**src/rtl/vend_ctrl_fsm.sv**
```systemverilog
// Vending-transaction controller: select -> coin -> pay -> dispense/charge.
// Feeds the LCD display stage with status flags, the selected product
// number and the running coin sum. Every output comes from a register.
module vend_ctrl_fsm #(
    parameter int PRODUCT_NUM = 8,
    parameter int PRICE_STEP  = 5,
    parameter int MAX_SUM     = 999,
    parameter int HOLD_CYCLES = 150_000_000
) (
    input  logic        sys_clk,
    input  logic        sys_rst_n,
    input  logic        key_sel,
    input  logic        key_pay,
    input  logic        key_cancel,
    input  logic        coin_1,
    input  logic        coin_5,
    input  logic        coin_10,
    output logic [3:0]  product_number,
    output logic [10:0] coin_val_sum,
    output logic        if_coin_flag,
    output logic        if_pay_flag,
    output logic        if_charge_flag,
    output logic        nonenough_flag,
    output logic        coin_ov_flag,
    output logic        dispense_pulse
);

    localparam int CNT_W = (HOLD_CYCLES > 1) ? $clog2(HOLD_CYCLES) : 1;
    localparam logic [CNT_W-1:0] CNT_LAST = CNT_W'(HOLD_CYCLES - 1);

    typedef enum logic [2:0] {IDLE, SEL, COIN, PAY, CHARGE} state_t;

    state_t            state_q, state_d;
    logic [3:0]        prod_q, prod_d;
    logic [10:0]       sum_q, sum_d;
    logic              ne_q, ne_d;
    logic              ov_q, ov_d;
    logic              disp_q, disp_d;
    logic [CNT_W-1:0]  cnt_q, cnt_d;

    logic [4:0]        inc;
    logic              any_coin;
    logic [11:0]       sum_plus;
    logic              coin_ok;
    logic [10:0]       price;
    logic              hold_done;
    logic [3:0]        prod_next;

    // Coin increment of this cycle; simultaneous coins add up (max 16).
    assign inc       = {4'd0, coin_1} + (coin_5 ? 5'd5 : 5'd0) + (coin_10 ? 5'd10 : 5'd0);
    assign any_coin  = coin_1 | coin_5 | coin_10;
    // One extra bit so the overflow compare cannot wrap.
    assign sum_plus  = {1'b0, sum_q} + {7'd0, inc};
    assign coin_ok   = (sum_plus <= 12'(MAX_SUM));
    assign price     = 11'(int'(prod_q) * PRICE_STEP);
    assign hold_done = (cnt_q == CNT_LAST);
    assign prod_next = (prod_q == 4'(PRODUCT_NUM)) ? 4'd1 : prod_q + 4'd1;

    // State and output registers; async reset clears everything.
    always_ff @(posedge sys_clk or negedge sys_rst_n) begin
        if (!sys_rst_n) begin
            state_q <= IDLE;
            prod_q  <= '0;
            sum_q   <= '0;
            ne_q    <= 1'b0;
            ov_q    <= 1'b0;
            disp_q  <= 1'b0;
            cnt_q   <= '0;
        end else begin
            state_q <= state_d;
            prod_q  <= prod_d;
            sum_q   <= sum_d;
            ne_q    <= ne_d;
            ov_q    <= ov_d;
            disp_q  <= disp_d;
            cnt_q   <= cnt_d;
        end
    end

    // Next state and next output values; priority cancel > pay > coins > sel.
    always_comb begin
        state_d = state_q;
        prod_d  = prod_q;
        sum_d   = sum_q;
        ne_d    = ne_q;
        ov_d    = ov_q;
        disp_d  = 1'b0;
        cnt_d   = cnt_q;
        case (state_q)
            IDLE: begin
                if (key_sel) begin
                    state_d = SEL;
                    prod_d  = 4'd1;
                end
            end
            SEL: begin
                if (key_cancel) begin
                    state_d = IDLE;
                    prod_d  = '0;
                    ne_d    = 1'b0;
                    ov_d    = 1'b0;
                end else if (key_pay) begin
                    // Nothing has been inserted yet in SEL.
                    ne_d = 1'b1;
                end else if (any_coin) begin
                    state_d = COIN;
                    if (coin_ok) begin
                        sum_d = sum_plus[10:0];
                        ov_d  = 1'b0;
                        ne_d  = 1'b0;
                    end else begin
                        ov_d = 1'b1;
                    end
                end else if (key_sel) begin
                    prod_d = prod_next;
                end
            end
            COIN: begin
                if (key_cancel) begin
                    // Sum stays as-is: it is shown as the refund.
                    state_d = CHARGE;
                    prod_d  = '0;
                    ne_d    = 1'b0;
                    ov_d    = 1'b0;
                    cnt_d   = '0;
                end else if (key_pay) begin
                    if (sum_q >= price) begin
                        state_d = PAY;
                        disp_d  = 1'b1;
                        ne_d    = 1'b0;
                        cnt_d   = '0;
                    end else begin
                        ne_d = 1'b1;
                    end
                end else if (any_coin) begin
                    if (coin_ok) begin
                        sum_d = sum_plus[10:0];
                        ov_d  = 1'b0;
                        ne_d  = 1'b0;
                    end else begin
                        ov_d = 1'b1;
                    end
                end
            end
            PAY: begin
                if (hold_done) begin
                    // Safe: PAY is entered only with sum >= price.
                    state_d = CHARGE;
                    sum_d   = sum_q - price;
                    cnt_d   = '0;
                end else begin
                    cnt_d = cnt_q + 1'b1;
                end
            end
            CHARGE: begin
                if (hold_done) begin
                    state_d = IDLE;
                    sum_d   = '0;
                    prod_d  = '0;
                    ne_d    = 1'b0;
                    ov_d    = 1'b0;
                    cnt_d   = '0;
                end else begin
                    cnt_d = cnt_q + 1'b1;
                end
            end
            default: state_d = IDLE;
        endcase
    end

    assign product_number = prod_q;
    assign coin_val_sum   = sum_q;
    assign if_coin_flag   = (state_q == SEL) || (state_q == COIN);
    assign if_pay_flag    = (state_q == PAY);
    assign if_charge_flag = (state_q == CHARGE);
    assign nonenough_flag = ne_q;
    assign coin_ov_flag   = ov_q;
    assign dispense_pulse = disp_q;

endmodule

```
**config.mk**
```make
export PLATFORM = sky130hd
export DESIGN_NAME = vend_ctrl_fsm
export DESIGN_NICKNAME = d
export VERILOG_FILES = /design/src/rtl/vend_ctrl_fsm.sv
export SDC_FILE = /design/constraint.sdc
export NUM_CORES = 1
export LEC_CHECK = 0
export ABC_AREA = 1
export CORE_MARGIN = 8
export CORE_UTILIZATION = 40
export CTS_BUF_LIST = sky130_fd_sc_hd__clkbuf_4 sky130_fd_sc_hd__clkbuf_8
export DETAILED_ROUTE_END_ITERATION = 12
export GPL_ROUTABILITY_DRIVEN = 0
export PLACE_DENSITY = 0.66
export SYNTH_ARGS = -nofsm -noshare
export SYNTH_HDL_FRONTEND = slang
export SYNTH_SLANG_ARGS = --single-unit
export TNS_END_PERCENT = 100
```
**constraint.sdc**
```tcl
create_clock -name sys_clk -period 4.3 [get_ports sys_clk]
set_input_delay 0.86 -clock sys_clk [delete_from_list [all_inputs] [get_ports sys_clk]]
set_output_delay 0.86 -clock sys_clk [all_outputs]
set_load 0.005 [all_outputs]
```
======== Yosys cells after proc, flatten, opt, wreduce, memory -nomap -nowiden ========
Index checks and enable logic that the tools add are counted.
storage, ports and cells
  register bits ........................... 49
  bits of input ports ..................... 8
  output and inout port bits .............. 21
  logic and storage cells ................. 106
operators by class
  add/subtract/negate cells ............... 6
  $mul .................................... 1
  magnitude comparators ................... 2
  equality and inequality tests ........... 22
  muxes and demuxes ....................... 51
  bitwise logic cells ..................... 2
  reduce and logical (&&, ||, !) cells .... 15
operator list
  operator               number
  $mux 28                4
  $mux 11                6
  $pmux 28 s2            1
  $mux 4                 9
  $pmux 11 s3            1
  $mux 3                 10
  $add 28x1->28 const B  1
  $eq 28x28->1 const B   1
  $reduce_and 7->1       3
  $ne 3x3->1 const B     6
  $mux 1                 16
  $pmux 4 s4             1
  $pmux 3 s5             1
  $add 11x5->12          1
  $le 12x10->1 const B   1
  $ge 11x7->1            1
  $sub 11x7->11          1
  $ne 2x1->1 const B     4
  $ne 2x2->1 const B     4
  $mul 4x3->7 const B    1
  $eq 3x2->1 const B     2
  $reduce_bool 3->1      2
  $add 4x4->5            1
  $add 1x3->4            1
  other kinds (17)       20

======== Longest topological paths before layout ========
Gate-level depths: netlist of run 1.
  depth in word-level cells ............... 10
  gate-level depth with buffers ........... 18
  gate-level depth less buffers ........... 17

======== Least setup slack after synthesis of run 1 ========
Ideal clock, no wire load.
  path type ............................... reg2reg
  from .................................... reg prod_q[3] (netlist: product_number[3])
  to ...................................... reg cnt_q[26]
  setup time .............................. 0.076 ns
  arrival ................................. 2.930 ns
  required time ........................... 4.224 ns
  setup slack ............................. 1.294 ns
  cell stages (with the launch flop) ...... 16
  path buffers ............................ 1
  clock period less this slack ............ 3.006 ns
  path through ............................ dfrtp_1 > ha_1 > ha_1 > fa_1 > xnor2_1 > ha_1 > nand2_1 > inv_1 > a21oi_1 > nand2_1 > o31ai_2 > nand2_1 > o21ai_1 > inv_1 > buf_2 > o21ai_1
between the ends
  word-level cells in the longest chain between the ends .. 4
ends and longest elaborated chain
  item                        RTL line  RTL
  start: declaration          34        logic [3:0] prod_q, prod_d;
  start signal: assignment    71        prod_q <= prod_d;
  $mul 4x3->7                 55        assign price = 11'(int'(prod_q) * PRICE_STEP);
  $ge 11x7->1                 127       if (sum_q >= price) begin
  $ne 3x3->1 (no line)        n/a
  $reduce_and 3->1 (no line)  n/a
  end signal: assignment      76        cnt_q <= cnt_d;
  end: declaration            39        logic [CNT_W-1:0] cnt_q, cnt_d;
Every way passes these cells.
A chain may end at the register's enable or synchronous reset.

======== Worst setup path in the final report of run 1 ========
  from .................................... reg prod_q[3] (netlist: product_number[3])
  to ...................................... reg cnt_q[18]
Same word-level chain as after synthesis.

==> results of run 1 <==
==> per-stage QoR <==
| step | instance area (um2) | cells | utilization | worst slack (ps) | hold slack, ps |
|---|---|---|---|---|---|
| final | 4420 | 728 | 0.458 | 671 | 538 |
| after global routing | 4420 | 728 | 0.458 | 425 | 564 |
| after CTS | 4420 | 728 | 0.458 | 690 | 543 |
| after detailed placement | 4320 | 720 | 0.448 | 642 | 519 |
| after global placement | 4320 | 720 | 0.448 | 770 | 506 |
| after floorplan | 3930 | 567 | - | 1290 | 478 |
==> state kept, by name, summed over array words and instances, names as in the netlist <==
name,cells
dispense_pulse,1
product_number,4
cnt_q,28
state_q,3
nonenough_flag,1
coin_ov_flag,1
coin_val_sum,11
==> worst max-delay path by stage <==
stage                     slack [ps]               from              end
after floorplan                 1290  product_number[3]        cnt_q[26]
after detailed placement         640             coin_5  coin_val_sum[6]
after global placement           770             coin_5  coin_val_sum[7]
after global routing             420  product_number[3]        cnt_q[18]
final                            670  product_number[3]        cnt_q[18]
after CTS                        690  product_number[3]        cnt_q[18]
==> critical path: stages, from the launching register on <==
cell                      delay (ps)
sky130_fd_sc_hd__dfrtp_1         470
sky130_fd_sc_hd__ha_1            310
sky130_fd_sc_hd__ha_1            230
sky130_fd_sc_hd__fa_1            380
sky130_fd_sc_hd__xnor2_1         140
sky130_fd_sc_hd__ha_1            360
sky130_fd_sc_hd__nand2_1         140
sky130_fd_sc_hd__inv_1            50
sky130_fd_sc_hd__a21oi_1         150
sky130_fd_sc_hd__nand2_1         120
sky130_fd_sc_hd__o31ai_2         290
sky130_fd_sc_hd__nand2_1         120
sky130_fd_sc_hd__o21ai_1         150
sky130_fd_sc_hd__inv_1           320
sky130_fd_sc_hd__o21ai_0         310
==> cells in the final DEF (no fill, tap or decap) <==
cell type,Yosys,layout
sky130_fd_sc_hd__clkbuf_8,0,5
sky130_fd_sc_hd__nand2_2,4,4
sky130_fd_sc_hd__nor4_1,6,6
sky130_fd_sc_hd__nand3b_1,3,3
sky130_fd_sc_hd__or2_2,4,4
sky130_fd_sc_hd__inv_6,1,3
sky130_fd_sc_hd__buf_2,5,1
sky130_fd_sc_hd__o211ai_1,1,1
sky130_fd_sc_hd__o22ai_1,14,14
sky130_fd_sc_hd__nor2_2,2,2
sky130_fd_sc_hd__a21oi_1,11,11
sky130_fd_sc_hd__xor2_1,20,20
sky130_fd_sc_hd__nor2_4,1,1
sky130_fd_sc_hd__nand3_4,1,1
sky130_fd_sc_hd__nor3_1,13,13
sky130_fd_sc_hd__nor4b_4,1,1
sky130_fd_sc_hd__o31ai_1,2,2
sky130_fd_sc_hd__o21bai_1,2,2
sky130_fd_sc_hd__ha_1,18,18
sky130_fd_sc_hd__xnor2_1,4,4
sky130_fd_sc_hd__inv_2,4,4
sky130_fd_sc_hd__clkinvlp_4,0,1
sky130_fd_sc_hd__nand2_1,149,149
sky130_fd_sc_hd__nand4_1,19,19
sky130_fd_sc_hd__fa_1,4,4
sky130_fd_sc_hd__o21ai_0,34,34
sky130_fd_sc_hd__nand3_1,55,55
sky130_fd_sc_hd__dfrtp_1,49,49
sky130_fd_sc_hd__a21o_1,2,2
sky130_fd_sc_hd__nor3_2,1,1
sky130_fd_sc_hd__o21ai_4,1,1
sky130_fd_sc_hd__buf_4,1,3
sky130_fd_sc_hd__a31oi_1,2,2
sky130_fd_sc_hd__nor2_1,47,47
sky130_fd_sc_hd__inv_1,76,76
sky130_fd_sc_hd__clkdlybuf4s50_1,0,27
sky130_fd_sc_hd__o21ai_1,4,4
sky130_fd_sc_hd__o31ai_2,1,1
==> Yosys cell counts, drive strengths merged <==
| library cell | n |
|---|---|
| or2 | 4 |
| o21bai | 2 |
| o211ai | 1 |
| nand3b | 3 |
| dfrtp | 49 |
| xnor2 | 4 |
| nand4 | 19 |
| nor2 | 50 |
| a21oi | 11 |
| fa | 4 |
| nand3 | 56 |
| clkbuf | 3 |
| inv | 81 |
| nor4b | 1 |
| a31oi | 2 |
| xor2 | 20 |
| o21ai | 39 |
| o22ai | 14 |
| nor4 | 6 |
| ha | 18 |
| buf | 8 |
| a21o | 2 |
| nand2 | 153 |
| o31ai | 3 |
| nor3 | 14 |
==> logic make-up (layout without fill, tap and decap cells) <==
family          count (synthesis)  in the layout  share of synthesized area
simple gates                  306            306                      0.352
fa+ha+maj                      22             22                     0.0778
flops                          49             49                      0.312
xor+xnor                       24             24                     0.0536
compound gates                 74             74                      0.109
buf+inv                        92            120                     0.0959
==> per-layer routing <==
layer / part of all wire / wire [um]
met3: 0.044 / 455
met1: 0.44 / 4620
met4: 0.019 / 201
met5: 0 / 0
met2: 0.49 / 5120
==> power breakdown <==
part / internal, mW / leakage (nW) / switching, mW / total [mW]
clock: 0.119 / 0.0452 / 0.178 / 0.297
sequential: 0.460 / 0.654 / 0 / 0.460
combinational: 0.0101 / 1.38 / 0.0209 / 0.0310
==> area by class of cell <==
type	instances	area (um2)	share of cell area
clock inverters	3	25.0	0.00567
well taps	133	166	0.0377
clock buffers	5	68.8	0.0156
flip-flops and latches	49	1230	0.278
multi-input cells	426	2320	0.526
repair buffers	31	298	0.0674
inverters	81	309	0.0700
==> metrics.txt, run 1 <==
outcome complete, no violations; data arrival time of the critical path 3850 ps; type of element capturing the critical path flip-flop; largest area contributor in the netlist sky130_fd_sc_hd__dfrtp_1; Hold/Removal Path Class reg2reg; area inside the core boundary 9640 um2; Die Area 13200 um2; Hold Path Origin coin_ov_flag; number of slew-limit violations in the final report 0; fraction of met3 tracks used by global routing 0.0326; worst hold path endpoint coin_ov_flag; number of instances in the synthesized netlist 567; starting density of the core 0.407; pin count of the biggest net entering global routing 50; root cell of the clock tree sky130_fd_sc_hd__clkbuf_8; Synth Register Bits 49; detailed-routing iteration count for the pre-antenna-repair pass 5; Area Overhead vs Synth 12.5%; Slew headroom 0.269; sequential cell area fraction in the yosys report 0.312; final net count 624; count of synthesis-stage warnings from yosys 0; Peak VDD IR 0.000130 V; beginning of the worst register-to-register path product_number[3]; crit start category flip-flop; Hold Buf Count CTS 0; Tmin final 3630 ps; # Post-CTS Setup Buffers 0; DR WL/cell 14.3 um; total global routing track utilization 0.165; Avg Vias per Cell 5.18; met1 layer usage reported by global route 0.197; final HPWL from detailed placement 8.02 mm; CTS tree yes; violation count after the first detailed-routing iteration 222; hold-critical path depth 2; number of filler instances in the final layout 1027; reg-to-reg setup timing slack 670 ps; Port Buffer Count 28; busiest metal layer after global routing met2; total gr overflow 0; destination of the worst register-to-register timing path cnt_q[18]; count of max-cap constraint violations 0; mean instance size in the synthesized netlist 6.92 um2; top fanout value on the critical path 18; I/O pin count 29; total power 788 uW; antenna cell count 0; required time at the worst-slack endpoint 4520 ps; Final setup viols 0; number of standard-cell rows in the floorplan 36; TritonCTS Buffers 5; depth of the CTS H-tree 2; DR vias 3774; top-area cell type share of the netlist area 0.312; Fmax 276 MHz; Pwr per Cell Area 178 nW/um2; Synth area leaders sky130_fd_sc_hd__dfrtp_1 31%, sky130_fd_sc_hd__nand2_1 14%, sky130_fd_sc_hd__inv_1 7.3%; netlist area before placement 3930 um2; Reg2Reg Depth 14; vias in the first global route 3847; largest buffer count on any clock path 2; critical path start-end classification reg2reg; unrepaired setup endpoints after global routing false; total routed wirelength 10.4 mm; ratio of final minimum period to clock period 0.844; CTS sink count 49; Leakage 2.08 nW; GR Layer Usage met2 0.297; number of distinct library cells after synthesis 38; Synthesized Nets 597; share of post-route cells with drive strength above 1 0.0555; sum of negative setup slack 0 ps; global-route wire length before repair 17.9 mm; number of antenna violations at the first check in global routing 0; CTS resizes 0; number of antenna-violating nets in the routed design 0; Final Skew 12.1 ps; die outline width 115 um; clock transition at the registers of the reported paths 100 ps; Tightest Pin Transition 1100 ps; Vert. Die Dim 115 um; final routed DRC violation total 0; hold violation total from the final report 0; clk_lat worst skew 310 ps
(Power assumes the default switching activity.)
==> inputs of run 2 (changes only) <==
==> constraint.sdc (replaced) <==
create_clock -name sys_clk -period 3.4 [get_ports sys_clk]
set_input_delay 0.68 -clock sys_clk [delete_from_list [all_inputs] [get_ports sys_clk]]
set_output_delay 0.68 -clock sys_clk [all_outputs]
set_load 0.005 [all_outputs]
==> run 2 against run 1 <==
Via count rose by 2.6%. Register-to-register slack got worse by 530 ps. Highest routed layer unchanged. Critical endpoint is now cnt_q[8]. Worst setup slack got worse by 530 ps.
==> metrics.txt, run 2 (synthesis gave the netlist of run 1 again) <==
outcome complete, no violations; critical path start-end classification reg2reg; number of antenna violations at the first check in global routing 0 (unchanged); type of element capturing the critical path flip-flop; total power 994 uW (+26%); Leakage 2.12 nW (+2.0%); required time at the worst-slack endpoint 3640 ps (-880 ps); leading cell type in the layout, fill and taps excluded sky130_fd_sc_hd__nand2_1; DR vias 3874 (+2.6%); Vert. Die Dim 115 um (unchanged); fin cells 735 (+0.96%); largest buffer count on any clock path 2 (unchanged); Port Buffer Count 28 (unchanged); Final setup viols 0 (unchanged); net switching power 252 uW (+27%); die outline width 115 um (unchanged); CTS sink count 49 (unchanged); busiest metal layer after global routing met2; number of placed cells counting well taps 726 (+0.83%); Slew headroom 0.250 (-0.0193); DR WL/cell 14.1 um (-1.3%); Final Skew 7.89 ps (-4.18 ps); Fmax 307 MHz (+11%); violation count after the first detailed-routing iteration 335 (+51%); combinational fraction of design power 0.040 (about the same); top fanout value on the critical path 18 (unchanged); met1 layer usage reported by global route 0.207 (+0.00953); Reg power frac 0.586 (+0.002); fraction of power spent switching nets 0.254 (+0.00196); total routed wirelength 10.4 mm (-0.31%); sequential cell area 1230 um2 (unchanged); count of max-cap constraint violations 0 (unchanged); vias in the first global route 3810 (-0.96%); Avg Vias per Cell 5.27 (+1.7%); commonest cells after routing, fill and taps aside 148 x sky130_fd_sc_hd__nand2_1, 75 x sky130_fd_sc_hd__inv_1, 55 x sky130_fd_sc_hd__nand3_1; detailed-routing iteration count for the pre-antenna-repair pass 5 (unchanged); pin count of the biggest net entering global routing 50 (unchanged); I/O pin count 29 (unchanged); number of flip-flops under the largest register name 28 (unchanged); global-route wire length before repair 17.8 mm (-0.66%); number of standard-cell rows in the floorplan 36 (unchanged); Area Overhead vs Synth 14.7%; part of the power in the clock network 0.375 (about the same); hold violation total from the final report 0 (unchanged); crit start category flip-flop; ratio of final minimum period to clock period 0.959 (+0.115); Pint 742 uW (+26%); final routed DRC violation total 0 (unchanged); Pwr per Cell Area 221 nW/um2 (+24%); GR Layer Usage met2 0.280 (-0.0171); most flop-heavy register cnt_q; root cell of the clock tree sky130_fd_sc_hd__clkbuf_8; TritonCTS Buffers 5 (unchanged); number of antenna-violating nets in the routed design 0 (unchanged); worst hold margin 525 ps (-12.6 ps); data arrival time of the critical path 3500 ps (-350 ps); number of slew-limit violations in the final report 0 (unchanged); clock transition at the registers of the reported paths 110 ps (about the same); depth of the CTS H-tree 2 (unchanged); antenna cell count 0 (unchanged); multi-input logic area 2340 um2 (+0.86%); total gr overflow 0 (unchanged); Peak VDD IR 0.000139 V (+7.0%); share of post-route cells with drive strength above 1 0.0714 (+0.0160); Tmin final 3260 ps (-369 ps); sum of negative setup slack 0 ps (unchanged); Tightest Pin Transition 1130 ps (+28.9 ps); number of filler instances in the final layout 1016 (-1.1%); CTS tree yes; total global routing track utilization 0.165 (-0.000867); area inside the core boundary 9640 um2 (unchanged); Die Area 13200 um2 (unchanged); fraction of met3 tracks used by global routing 0.0289 (-0.00368); Hold/Removal Path Class reg2reg; clk_lat worst skew 310 ps (about the same); final HPWL from detailed placement 7.93 mm (-1.2%); final net count 631 (+1.1%); starting density of the core 0.407 (unchanged)
==> run 2: cell types whose count changed in the layout (fill, tap and decap cells not counted), sizes merged <==
cell	before	now
inv	83	81
clkinvlp	1	2
clkinv	0	1
buf	4	11
==> run 2: final timing paths <==
| check | startpoint | endpoint | slack [ps] | cells past startpoint |
|---|---|---|---|---|
| hold reg to reg | cnt_q[2] | cnt_q[2] | 530 | 2 |
| setup / recovery | product_number[1] | cnt_q[8] | 140 | 15 |
| hold / removal | cnt_q[2] | cnt_q[2] | 530 | 2 |
| setup reg to reg | product_number[1] | cnt_q[8] | 140 | 15 |
| max in group asynchronous | sys_rst_n | state_q[2] | 2140 | 1 |
| min in group asynchronous | sys_rst_n | cnt_q[7] | 570 | 1 |
==> run 2: power by group through the flow <==
stage | Clock, mW | Sequential [mW] | Combinational, mW
after floorplan | 0 | 0.594 | 0.0136
after global placement | 0 | 0.594 | 0.0395
after detailed placement | 0 | 0.594 | 0.0401
after CTS | 0.378 | 0.582 | 0.0402
after global routing | 0.402 | 0.582 | 0.0454
final | 0.373 | 0.582 | 0.0393
==> run 2: area by class of cell <==
cell class | instances | share of cell area
clock buffer | 5 | 0.0153
timing repair buffer | 38 | 0.0806
inverter | 81 | 0.0695
tap | 133 | 0.0370
sequential | 49 | 0.272
multi-input combinational | 426 | 0.520
clock inverter | 3 | 0.00473
==> run 2: critical path, stage by stage, from the launching register on <==
cell	delay, ps
sky130_fd_sc_hd__dfrtp_1	410
sky130_fd_sc_hd__ha_1	300
sky130_fd_sc_hd__ha_1	230
sky130_fd_sc_hd__fa_1	480
sky130_fd_sc_hd__inv_1	40
sky130_fd_sc_hd__ha_1	310
sky130_fd_sc_hd__inv_1	110
sky130_fd_sc_hd__o21bai_1	100
sky130_fd_sc_hd__a21oi_1	140
sky130_fd_sc_hd__nand2_1	130
sky130_fd_sc_hd__o31ai_4	240
sky130_fd_sc_hd__nand2_1	130
sky130_fd_sc_hd__o21ai_2	110
sky130_fd_sc_hd__clkinvlp_4	130
sky130_fd_sc_hd__buf_12	160
sky130_fd_sc_hd__o21ai_0	160
==> run 2: per-layer routing <==
metal	part of all wire	wire length, um	vias to the layer above
li1	-	-	1927
met1	0.45	4620	1818
met2	0.48	5030	109
met3	0.050	517	20
met4	0.020	210	0
met5	0	0	-
==> run 2: what timing repair did <==
item / CTS / global route
setup endpoints to repair: 0 / 19
hold buffers: 0 / 0
gates resized for setup: 0 / 5
buffers inserted: 0 / 1
==> run 2: stage by stage <==
stage / area [um2] / setup WS, ps / util
global route: 4500 / -29.5 / 0.467
CTS: 4460 / 49.4 / 0.462
detailed placement: 4370 / -83.8 / 0.453
finish: 4500 / 139 / 0.467
floorplan: 3930 / 394 / -
global placement: 4370 / -46.4 / 0.453
==> inputs of run 3 (changes only) <==
--- a/config.mk
+++ b/config.mk
@@ -11,6 +11,7 @@
 export CTS_BUF_LIST = sky130_fd_sc_hd__clkbuf_4 sky130_fd_sc_hd__clkbuf_8
 export DETAILED_ROUTE_END_ITERATION = 12
 export GPL_ROUTABILITY_DRIVEN = 0
+export HOLD_SLACK_MARGIN = 0.02
 export PLACE_DENSITY = 0.66
 export SYNTH_ARGS = -nofsm -noshare
 export SYNTH_HDL_FRONTEND = slang
==> results of run 3 <==
The final DEF is identical to that of run 2; final timing and power are the same.
